--- config.mk ---
export PLATFORM = sky130hd
export DESIGN_NAME = microcode_sequencer_flat
export DESIGN_NICKNAME = d
export VERILOG_FILES = /design/src/rtl/microcode_sequencer_if.sv /design/src/rtl/microcode_sequencer.sv /design/src/flat_wrapper.sv
export SDC_FILE = /design/constraint.sdc
export NUM_CORES = 1
export LEC_CHECK = 0
export CORE_MARGIN = 8
export CORE_UTILIZATION = 40
export DETAILED_ROUTE_END_ITERATION = 16
export PLACE_DENSITY_LB_ADDON = 0.3
export SLEW_MARGIN = 15
export SYNTH_ARGS = -nofsm -noshare
export SYNTH_HDL_FRONTEND = slang
export SYNTH_SLANG_ARGS = --single-unit
--- constraint.sdc ---
create_clock -name clk -period 4 [get_ports clk]
set_input_delay 0.8 -clock clk [delete_from_list [all_inputs] [get_ports clk]]
set_output_delay 0.8 -clock clk [all_outputs]
set_load 0.1 [all_outputs]
--- src/rtl/microcode_sequencer_if.sv ---
// Bus bundle between the microcode sequencer and its neighbours: the memory
// port, the microcode ROM index, control-word fields fed back from the ROM,
// interrupt handshake and status flags.
interface microcode_sequencer_if #(
  parameter int STEP_W = 3
);

  // Memory interface
  logic              mem_req;
  logic              mem_ready;
  logic [7:0]        mem_rdata;
  logic              pc_inc;

  // Microcode ROM addressing and datapath strobe
  logic [8:0]        ucode_addr;
  logic [STEP_W-1:0] ucode_step;
  logic              uop_valid;

  // Control-word fields read back from the ROM output
  logic              ctrl_last;
  logic              ctrl_mem;
  logic              ctrl_halt;

  // Interrupt handshake and status
  logic              irq_pending;
  logic              ime;
  logic              irq_ack;
  logic              halted;
  logic              ucode_err;

  // Sequencer side
  modport master (
    output mem_req,
    output pc_inc,
    output ucode_addr,
    output ucode_step,
    output uop_valid,
    output irq_ack,
    output halted,
    output ucode_err,
    input  mem_ready,
    input  mem_rdata,
    input  ctrl_last,
    input  ctrl_mem,
    input  ctrl_halt,
    input  irq_pending,
    input  ime
  );

  // Environment side: memory, ROM and interrupt controller
  modport slave (
    input  mem_req,
    input  pc_inc,
    input  ucode_addr,
    input  ucode_step,
    input  uop_valid,
    input  irq_ack,
    input  halted,
    input  ucode_err,
    output mem_ready,
    output mem_rdata,
    output ctrl_last,
    output ctrl_mem,
    output ctrl_halt,
    output irq_pending,
    output ime
  );

endinterface

--- src/rtl/microcode_sequencer.sv ---
// Instruction-level controller. Fetches opcode bytes (folding the CB prefix
// into index bit 8), presents {opcode, step} to the microcode ROM and steps
// the micro-op counter until the control word ends the instruction. Memory
// waits stall the current micro-op; interrupts are dispatched by loading a
// pseudo-opcode at an instruction boundary; HALT idles until an interrupt.
module microcode_sequencer #(
  parameter int         STEP_W     = 3,
  parameter int         MAX_STEPS  = 6,
  parameter logic [8:0] IRQ_OPCODE = 9'h1D8,
  parameter logic [7:0] CB_PREFIX  = 8'hCB
) (
  input  logic                   clk,
  input  logic                   rst,
  microcode_sequencer_if.master  bus
);

  typedef enum logic [1:0] {
    S_FETCH,
    S_FETCH_CB,
    S_EXEC,
    S_HALT
  } state_e;

  // Last step index an instruction may occupy before it is cut short.
  localparam logic [STEP_W-1:0] LAST_STEP = STEP_W'(MAX_STEPS - 1);

  state_e            state_q, state_d;
  logic [8:0]        opcode_q, opcode_d;
  logic [STEP_W-1:0] step_q, step_d;
  logic              err_q, err_d;

  // Raw combinational strobes; gated with rst before leaving the block.
  logic              mem_req_c;
  logic              pc_inc_c;
  logic              uop_valid_c;
  logic              irq_ack_c;
  logic              halted_c;

  // Instruction-boundary qualifiers, meaningful only in S_EXEC.
  logic              uop_stalled;
  logic              step_overflow;
  logic              instr_end;
  logic              irq_take;

  // A memory-accessing micro-op cannot retire until memory answers.
  assign uop_stalled   = bus.ctrl_mem && !bus.mem_ready;
  assign step_overflow = (step_q == LAST_STEP);
  assign irq_take      = bus.irq_pending && bus.ime;

  // State, opcode, step and sticky error registers.
  // NOTE: sequential state uses non-blocking assignments so every register
  // samples the pre-edge values computed by the combinational block.
  always_ff @(posedge clk or posedge rst) begin
    if (rst) begin
      state_q  <= S_FETCH;
      opcode_q <= 9'h000;
      step_q   <= '0;
      err_q    <= 1'b0;
    end else begin
      state_q  <= state_d;
      opcode_q <= opcode_d;
      step_q   <= step_d;
      err_q    <= err_d;
    end
  end

  // Next-state and strobe decode for fetch, execute, stall and halt.
  // NOTE: every variable gets a default first so no path leaves one
  // unassigned, which would otherwise infer a latch.
  always_comb begin
    state_d     = state_q;
    opcode_d    = opcode_q;
    step_d      = step_q;
    err_d       = err_q;
    mem_req_c   = 1'b0;
    pc_inc_c    = 1'b0;
    uop_valid_c = 1'b0;
    irq_ack_c   = 1'b0;
    halted_c    = 1'b0;
    instr_end   = 1'b0;

    case (state_q)
      // Opcode byte fetch; a CB byte only selects the extended page.
      S_FETCH: begin
        mem_req_c = 1'b1;
        pc_inc_c  = bus.mem_ready;
        if (bus.mem_ready) begin
          if (bus.mem_rdata == CB_PREFIX) begin
            state_d = S_FETCH_CB;
          end else begin
            opcode_d = {1'b0, bus.mem_rdata};
            step_d   = '0;
            state_d  = S_EXEC;
          end
        end
      end

      // Second byte after the prefix; taken literally, even if it is CB.
      S_FETCH_CB: begin
        mem_req_c = 1'b1;
        pc_inc_c  = bus.mem_ready;
        if (bus.mem_ready) begin
          opcode_d = {1'b1, bus.mem_rdata};
          step_d   = '0;
          state_d  = S_EXEC;
        end
      end

      // Micro-op execution. The control word for {opcode, step} is on the
      // ctrl_* inputs; a stall freezes both opcode and step.
      S_EXEC: begin
        mem_req_c   = bus.ctrl_mem;
        uop_valid_c = !uop_stalled;
        instr_end   = uop_valid_c && (bus.ctrl_last || step_overflow);
        if (instr_end) begin
          // Running off the end without ctrl_last means a broken
          // microprogram; flag it but still move on.
          if (!bus.ctrl_last) begin
            err_d = 1'b1;
          end
          step_d = '0;
          if (bus.ctrl_halt) begin
            state_d = S_HALT;
          end else if (irq_take) begin
            opcode_d  = IRQ_OPCODE;
            irq_ack_c = 1'b1;
            state_d   = S_EXEC;
          end else begin
            state_d = S_FETCH;
          end
        end else if (uop_valid_c) begin
          step_d = step_q + STEP_W'(1);
        end
      end

      // Idle until any interrupt is flagged; dispatch only if enabled.
      S_HALT: begin
        halted_c = 1'b1;
        if (bus.irq_pending) begin
          if (bus.ime) begin
            opcode_d  = IRQ_OPCODE;
            step_d    = '0;
            irq_ack_c = 1'b1;
            state_d   = S_EXEC;
          end else begin
            state_d = S_FETCH;
          end
        end
      end

      default: begin
        state_d = S_FETCH;
      end
    endcase
  end

  // Strobes are forced low for as long as reset is held, so the bus is
  // quiet immediately rather than showing the FETCH request.
  assign bus.mem_req    = mem_req_c   & ~rst;
  assign bus.pc_inc     = pc_inc_c    & ~rst;
  assign bus.uop_valid  = uop_valid_c & ~rst;
  assign bus.irq_ack    = irq_ack_c   & ~rst;
  assign bus.halted     = halted_c    & ~rst;

  // ROM index and status come straight from registers, so they hold
  // steady through stalls and clear asynchronously with reset.
  assign bus.ucode_addr = opcode_q;
  assign bus.ucode_step = step_q;
  assign bus.ucode_err  = err_q;

endmodule

--- src/flat_wrapper.sv ---
// flat-port wrapper written by rule: the top's interface ports become plain ports
module microcode_sequencer_flat 
#(
  parameter int         STEP_W     = 3,
  parameter int         MAX_STEPS  = 6,
  parameter logic [8:0] IRQ_OPCODE = 9'h1D8,
  parameter logic [7:0] CB_PREFIX  = 8'hCB
)
  (clk, rst, bus_mem_req, bus_pc_inc, bus_ucode_addr, bus_ucode_step, bus_uop_valid, bus_irq_ack, bus_halted, bus_ucode_err, bus_mem_ready, bus_mem_rdata, bus_ctrl_last, bus_ctrl_mem, bus_ctrl_halt, bus_irq_pending, bus_ime);
  microcode_sequencer_if #(.STEP_W(STEP_W)) bus_i ();
  input  logic clk;
  input  logic rst;
  output wire logic [$bits(bus_i.mem_req)-1:0] bus_mem_req;
  output wire logic [$bits(bus_i.pc_inc)-1:0] bus_pc_inc;
  output wire logic [$bits(bus_i.ucode_addr)-1:0] bus_ucode_addr;
  output wire logic [$bits(bus_i.ucode_step)-1:0] bus_ucode_step;
  output wire logic [$bits(bus_i.uop_valid)-1:0] bus_uop_valid;
  output wire logic [$bits(bus_i.irq_ack)-1:0] bus_irq_ack;
  output wire logic [$bits(bus_i.halted)-1:0] bus_halted;
  output wire logic [$bits(bus_i.ucode_err)-1:0] bus_ucode_err;
  input wire logic [$bits(bus_i.mem_ready)-1:0] bus_mem_ready;
  input wire logic [$bits(bus_i.mem_rdata)-1:0] bus_mem_rdata;
  input wire logic [$bits(bus_i.ctrl_last)-1:0] bus_ctrl_last;
  input wire logic [$bits(bus_i.ctrl_mem)-1:0] bus_ctrl_mem;
  input wire logic [$bits(bus_i.ctrl_halt)-1:0] bus_ctrl_halt;
  input wire logic [$bits(bus_i.irq_pending)-1:0] bus_irq_pending;
  input wire logic [$bits(bus_i.ime)-1:0] bus_ime;
  assign bus_mem_req = bus_i.mem_req;
  assign bus_pc_inc = bus_i.pc_inc;
  assign bus_ucode_addr = bus_i.ucode_addr;
  assign bus_ucode_step = bus_i.ucode_step;
  assign bus_uop_valid = bus_i.uop_valid;
  assign bus_irq_ack = bus_i.irq_ack;
  assign bus_halted = bus_i.halted;
  assign bus_ucode_err = bus_i.ucode_err;
  assign bus_i.mem_ready = bus_mem_ready;
  assign bus_i.mem_rdata = bus_mem_rdata;
  assign bus_i.ctrl_last = bus_ctrl_last;
  assign bus_i.ctrl_mem = bus_ctrl_mem;
  assign bus_i.ctrl_halt = bus_ctrl_halt;
  assign bus_i.irq_pending = bus_irq_pending;
  assign bus_i.ime = bus_ime;
  microcode_sequencer #(.STEP_W(STEP_W), .MAX_STEPS(MAX_STEPS), .IRQ_OPCODE(IRQ_OPCODE), .CB_PREFIX(CB_PREFIX)) u_core (.clk(clk), .rst(rst), .bus(bus_i));
endmodule
---- Word level (Yosys, flattened, before mapping) ----
Index checks and enable logic that the tools add are counted.
word-level totals
  flip-flop bits (word level) ............. 15
  bits of input ports ..................... 16
  output and inout bits ................... 18
  word-level logic and storage cells ...... 74
operators by class
  add/sub/neg operators ................... 1
  equality and inequality tests ........... 14
  muxes and demuxes ....................... 36
  bitwise operators ....................... 7
  reduce and logical (&&, ||, !) cells .... 12
operators with widths
  cell                                                                   number
  9-bit 2-to-1 mux                                                       8
  9-bit one-hot mux with 4 select lines                                  1
  3-bit 2-to-1 mux                                                       7
  2-bit 2-to-1 mux                                                       8
  2-bit != test, second input constant                                   6
  3-bit one-hot mux with 4 select lines                                  1
  8-bit equality test, second input constant                             1
  1-bit 2-to-1 mux                                                       8
  2-bit one-hot mux with 4 select lines                                  1
  8-bit AND reduction                                                    1
  6-bit AND reduction                                                    1
  1-bit AND                                                              5
  2-bit equality test, second input constant                             2
  2-bit by 1-bit != test with 1-bit output, second input constant        2
  1-bit one-hot mux with 2 select lines                                  2
  4-bit AND reduction                                                    1
  3-bit by 1-bit adder with 3-bit output, second input constant          1
  3-bit equality test, second input constant                             1
  1-bit logical AND                                                      3
  3-bit != test, second input constant                                   1
  3-bit AND reduction                                                    1
  2-bit by 1-bit equality test with 1-bit output, second input constant  1
  1-bit zero test                                                        2
  2-bit zero test                                                        1
  other kinds (3)                                                        4

---- Logic depth before layout (Yosys ltp) ----
  word-level depth ........................ 7
  depth in mapped cells ................... 7
  gate-level depth less buffers ........... 6

---- Worst setup path after synthesis ----
OpenSTA, ideal clock, no wires.
  path type ............................... flip-flop to output port
  from .................................... reg u_core.step_q[0] (netlist: u_core.bus.ucode_step[0])
  to ...................................... out bus_irq_ack
  arrival ................................. 4.707 ns
  required time ........................... 3.200 ns
  path slack .............................. -1.507 ns
  cell stages (with the launch flop) ...... 6
  buffers on the path ..................... 0
  cell sequence ........................... dfrtp_1 ha_1 a21oi_1 nor3_1 nor2_1 nor4b_1
on the way
  word-level cells in the longest chain between the ends .. 6
ends and longest elaborated chain
  element                                line                        text
  start, declared                        microcode_sequencer.sv:29   logic [STEP_W-1:0] step_q, step_d;
  start signal, assigned                 microcode_sequencer.sv:62   step_q <= step_d;
  3-bit equality test                    microcode_sequencer.sv:47   assign step_overflow = (step_q == LAST_STEP);
  1-bit logical OR                       microcode_sequencer.sv:114  instr_end = uop_valid_c && (bus.ctrl_last || step_overflow);
  1-bit logical AND                      microcode_sequencer.sv:114
  1-bit 2-to-1 mux                       microcode_sequencer.sv:115  if (instr_end) begin
  1-bit one-hot mux with 2 select lines  microcode_sequencer.sv:82   case (state_q)
  1-bit AND                              microcode_sequencer.sv:162  assign bus.irq_ack = irq_ack_c & ~rst;
  end, declared                          flat_wrapper.sv:18          output wire logic [$bits(bus_i.irq_ack)-1:0] bus_irq_ack;
No other way between the ends.

---- Worst setup path after layout ----
  from .................................... in bus_mem_ready
  to ...................................... out bus_irq_ack
on the way
  word-level cells in the longest chain between the ends .. 7
ends and longest elaborated chain
  element                                line                        text
  start, declared                        flat_wrapper.sv:21          input wire logic [$bits(bus_i.mem_ready)-1:0] bus_mem_ready;
  1-bit zero test                        microcode_sequencer.sv:46   assign uop_stalled = bus.ctrl_mem && !bus.mem_ready;
  1-bit logical AND                      microcode_sequencer.sv:46
  1-bit zero test                        microcode_sequencer.sv:113  uop_valid_c = !uop_stalled;
  1-bit logical AND                      microcode_sequencer.sv:114
  1-bit 2-to-1 mux                       microcode_sequencer.sv:115
  1-bit one-hot mux with 2 select lines  microcode_sequencer.sv:82
  1-bit AND                              microcode_sequencer.sv:162
No other way between the ends.

==> impl_metrics.ini <==
[sta]
tns_ns = 0
setup_viol = 0
finalCritPeriodShare = 0.7889
min_period_ns = 3.155
fmax_mhz = 316.9
relSlewSlack = 0.3457
tightest_slew_ns = 0.9784
rsz0062_at_grt = false
drv_slew = 0
hold_viol = 0
skew_ns = 0.005439

[clock_tree]
hold_buffers = 0
cts_setup_buffers = 0
cts_tree = built
clockRootBuffer = clkbuf_4
htreeDepth = 1
cts_buffers = 3
cts.sinks = 15
clk_path_buf_depth = 2
path_clk_slew_ns = 0.09
worstSkewPairLatency_ns = 0.28
cts_resized = 0

[die]
die_w_um = 62.02
core_area_um2 = 1982
start_util = 0.4274
io_pins = 34
die_area_um2 = 3846
num_rows = 16
fp.dieH_um = 62.02

[detailed_routing]
via_per_inst = 5.266
drtPass1Iterations = 4
ant_nets = 0
dr.first_iter.drc_count = 16
drc = 0
wl_per_cell_um = 14.24
routed_wirelength_um = 2193
num_vias = 811

[global_routing]
antenna_found_initial = 0
busiest_layer = met2
use_met1 = 0.1513
grt_pass1_vias = 772
grt_usage = 0.1224
grt_overflow_total = 0
grtUsageMet3 = 0.04733
grt_pass1_wl_um = 3491
grt_max_degree = 16
grt.met2_usage = 0.1829

[placement]
globalplace.congestion = 0.7619
place.detailed.hpwl_um = 1758
port_buffers = 33

[status]
status = complete, no violations

[worst_setup_path]
critPathRequiredTime_ns = 3.20
critPathMaxFanout = 5
critical_path.cell_chain = clkdlybuf4s50_1 > nor2b_1 > nor3_1 > nor2_1 > nor4b_4 > buf_4
reg2reg_from = u_core.state_q[1]
worstSetupStartpointType = input port
crit_path_end = bus_irq_ack
reg2reg_slack_ns = 2.12
arrival_ns = 2.36
worst-setup-path-type = in2out
rr_worst_depth = 4
worstReg2RegEnd = u_core.bus.ucode_step[0]
crit_path_end_kind = output port
cpPeakStageDelay_ns = 0.56
worstSetupStartpoint = bus_mem_ready
cp_slowest_cell = clkdlybuf4s50_1

[synth]
yosysTopAreaCellShare = 0.4431
synth_seq_area_share = 0.4431
synthTopCellsByArea = dfrtp_1 44%, inv_1 5.3%, nand2b_1 3.7%
synth_flop_cell = dfrtp_1
synthDistinctLibCells = 35
yosys.area.top_type = dfrtp_1
synthCells = 92
syn_nets = 110
synth_area_um2 = 847.1
synth-async-reset-ratio = 1.000
synth_edf_count = 0
ys_seq_elements = 15
avgSynthCellArea_um2 = 9.207
yosys_warnings = 0

[finish]
mostFrequentLayoutCell = clkdlybuf4s50_1
final_cell_mix = 28 x clkdlybuf4s50_1, 15 x dfrtp_1, 12 x inv_1
antenna_cells = 0
nets = 146
syn_to_final_growth_pct = 44.90
layout-drive-gt1-share = 0.1260

[worst_hold_path]
hold_path.class = reg2reg

[run]
cap_violations = 0
[worst min-delay path by stage]
stage                               startpoint                    to  slack (ns)  cells after the start
after global routing      u_core.bus.ucode_err  u_core.bus.ucode_err        0.51                      1
after floorplan              u_core.state_q[0]     u_core.state_q[0]        0.62                      4
after CTS                 u_core.bus.ucode_err  u_core.bus.ucode_err        0.49                      1
final                     u_core.bus.ucode_err  u_core.bus.ucode_err        0.49                      1
after global placement    u_core.bus.ucode_err  u_core.bus.ucode_err        0.44                      1
after detailed placement  u_core.bus.ucode_err  u_core.bus.ucode_err        0.46                      1
[cell families after synthesis]
family,share of synthesized area
flip-flops,0.4431
adder cells (fa/ha/maj),0.02954
AO/OA/AOI/OAI,0.2098
buffers and inverters,0.07679
AND/OR/NAND/NOR,0.2142
multiplexers,0.02659
[through the flow]
| stage | worst slack, ns | hold WS, ns | instance area, µm² | std cells | util |
|---|---|---|---|---|---|
| global placement | 0.9262 | 0.4440 | 1201 | 150 | 0.6061 |
| floorplan | 0.1835 | 0.6212 | 862.1 | 92 | - |
| CTS | 0.8671 | 0.4890 | 1227 | 154 | 0.6193 |
| global route | 0.7016 | 0.5072 | 1227 | 154 | 0.6193 |
| finish | 0.8446 | 0.4872 | 1227 | 154 | 0.6193 |
| detailed placement | 0.8688 | 0.4628 | 1201 | 150 | 0.6061 |
[sequential cells by signal, summed over array words and instances, names as in the netlist]
signal	count
u_core.bus.ucode_addr	9
u_core.bus.ucode_step	3
u_core.state_q	2
u_core.bus.ucode_err	1
[cell usage after synthesis, types with 2 or more instances]
cell      count
o22ai_1       2
o22a_2        2
o21ai_0       4
a21oi_1       5
ha_1          2
nor2_1        8
nand2_1       6
mux2_2        2
inv_1        12
nor3_1        4
o22a_1        2
and3_1        2
nand2b_1      5
dfrtp_1      15
[worst max-delay path, delay by kind of cell]
family | cells | cell delay [ns]
buf+inv | 2 | 0.89
simple gates | 4 | 0.66
[metal layers]
metal | wire length, µm | part of all wire | vias up
met5 | 0 | 0 | -
met4 | 23 | 0.010 | 0
met3 | 208 | 0.095 | 4
met2 | 1011 | 0.46 | 23
met1 | 950 | 0.43 | 384
li1 | - | - | 400
[cell type report]
class	count	area (µm²)
fill	165	754.5
timing repair buffer	34	325.3
clock buffer	4	26.28
tap	27	33.78
multi-input combinational	62	421.7
sequential	15	375.4
inverter	12	45.04
Power is not shown: default switching activity piles up to over one toggle a cycle in this logic, so the estimate is an artifact.
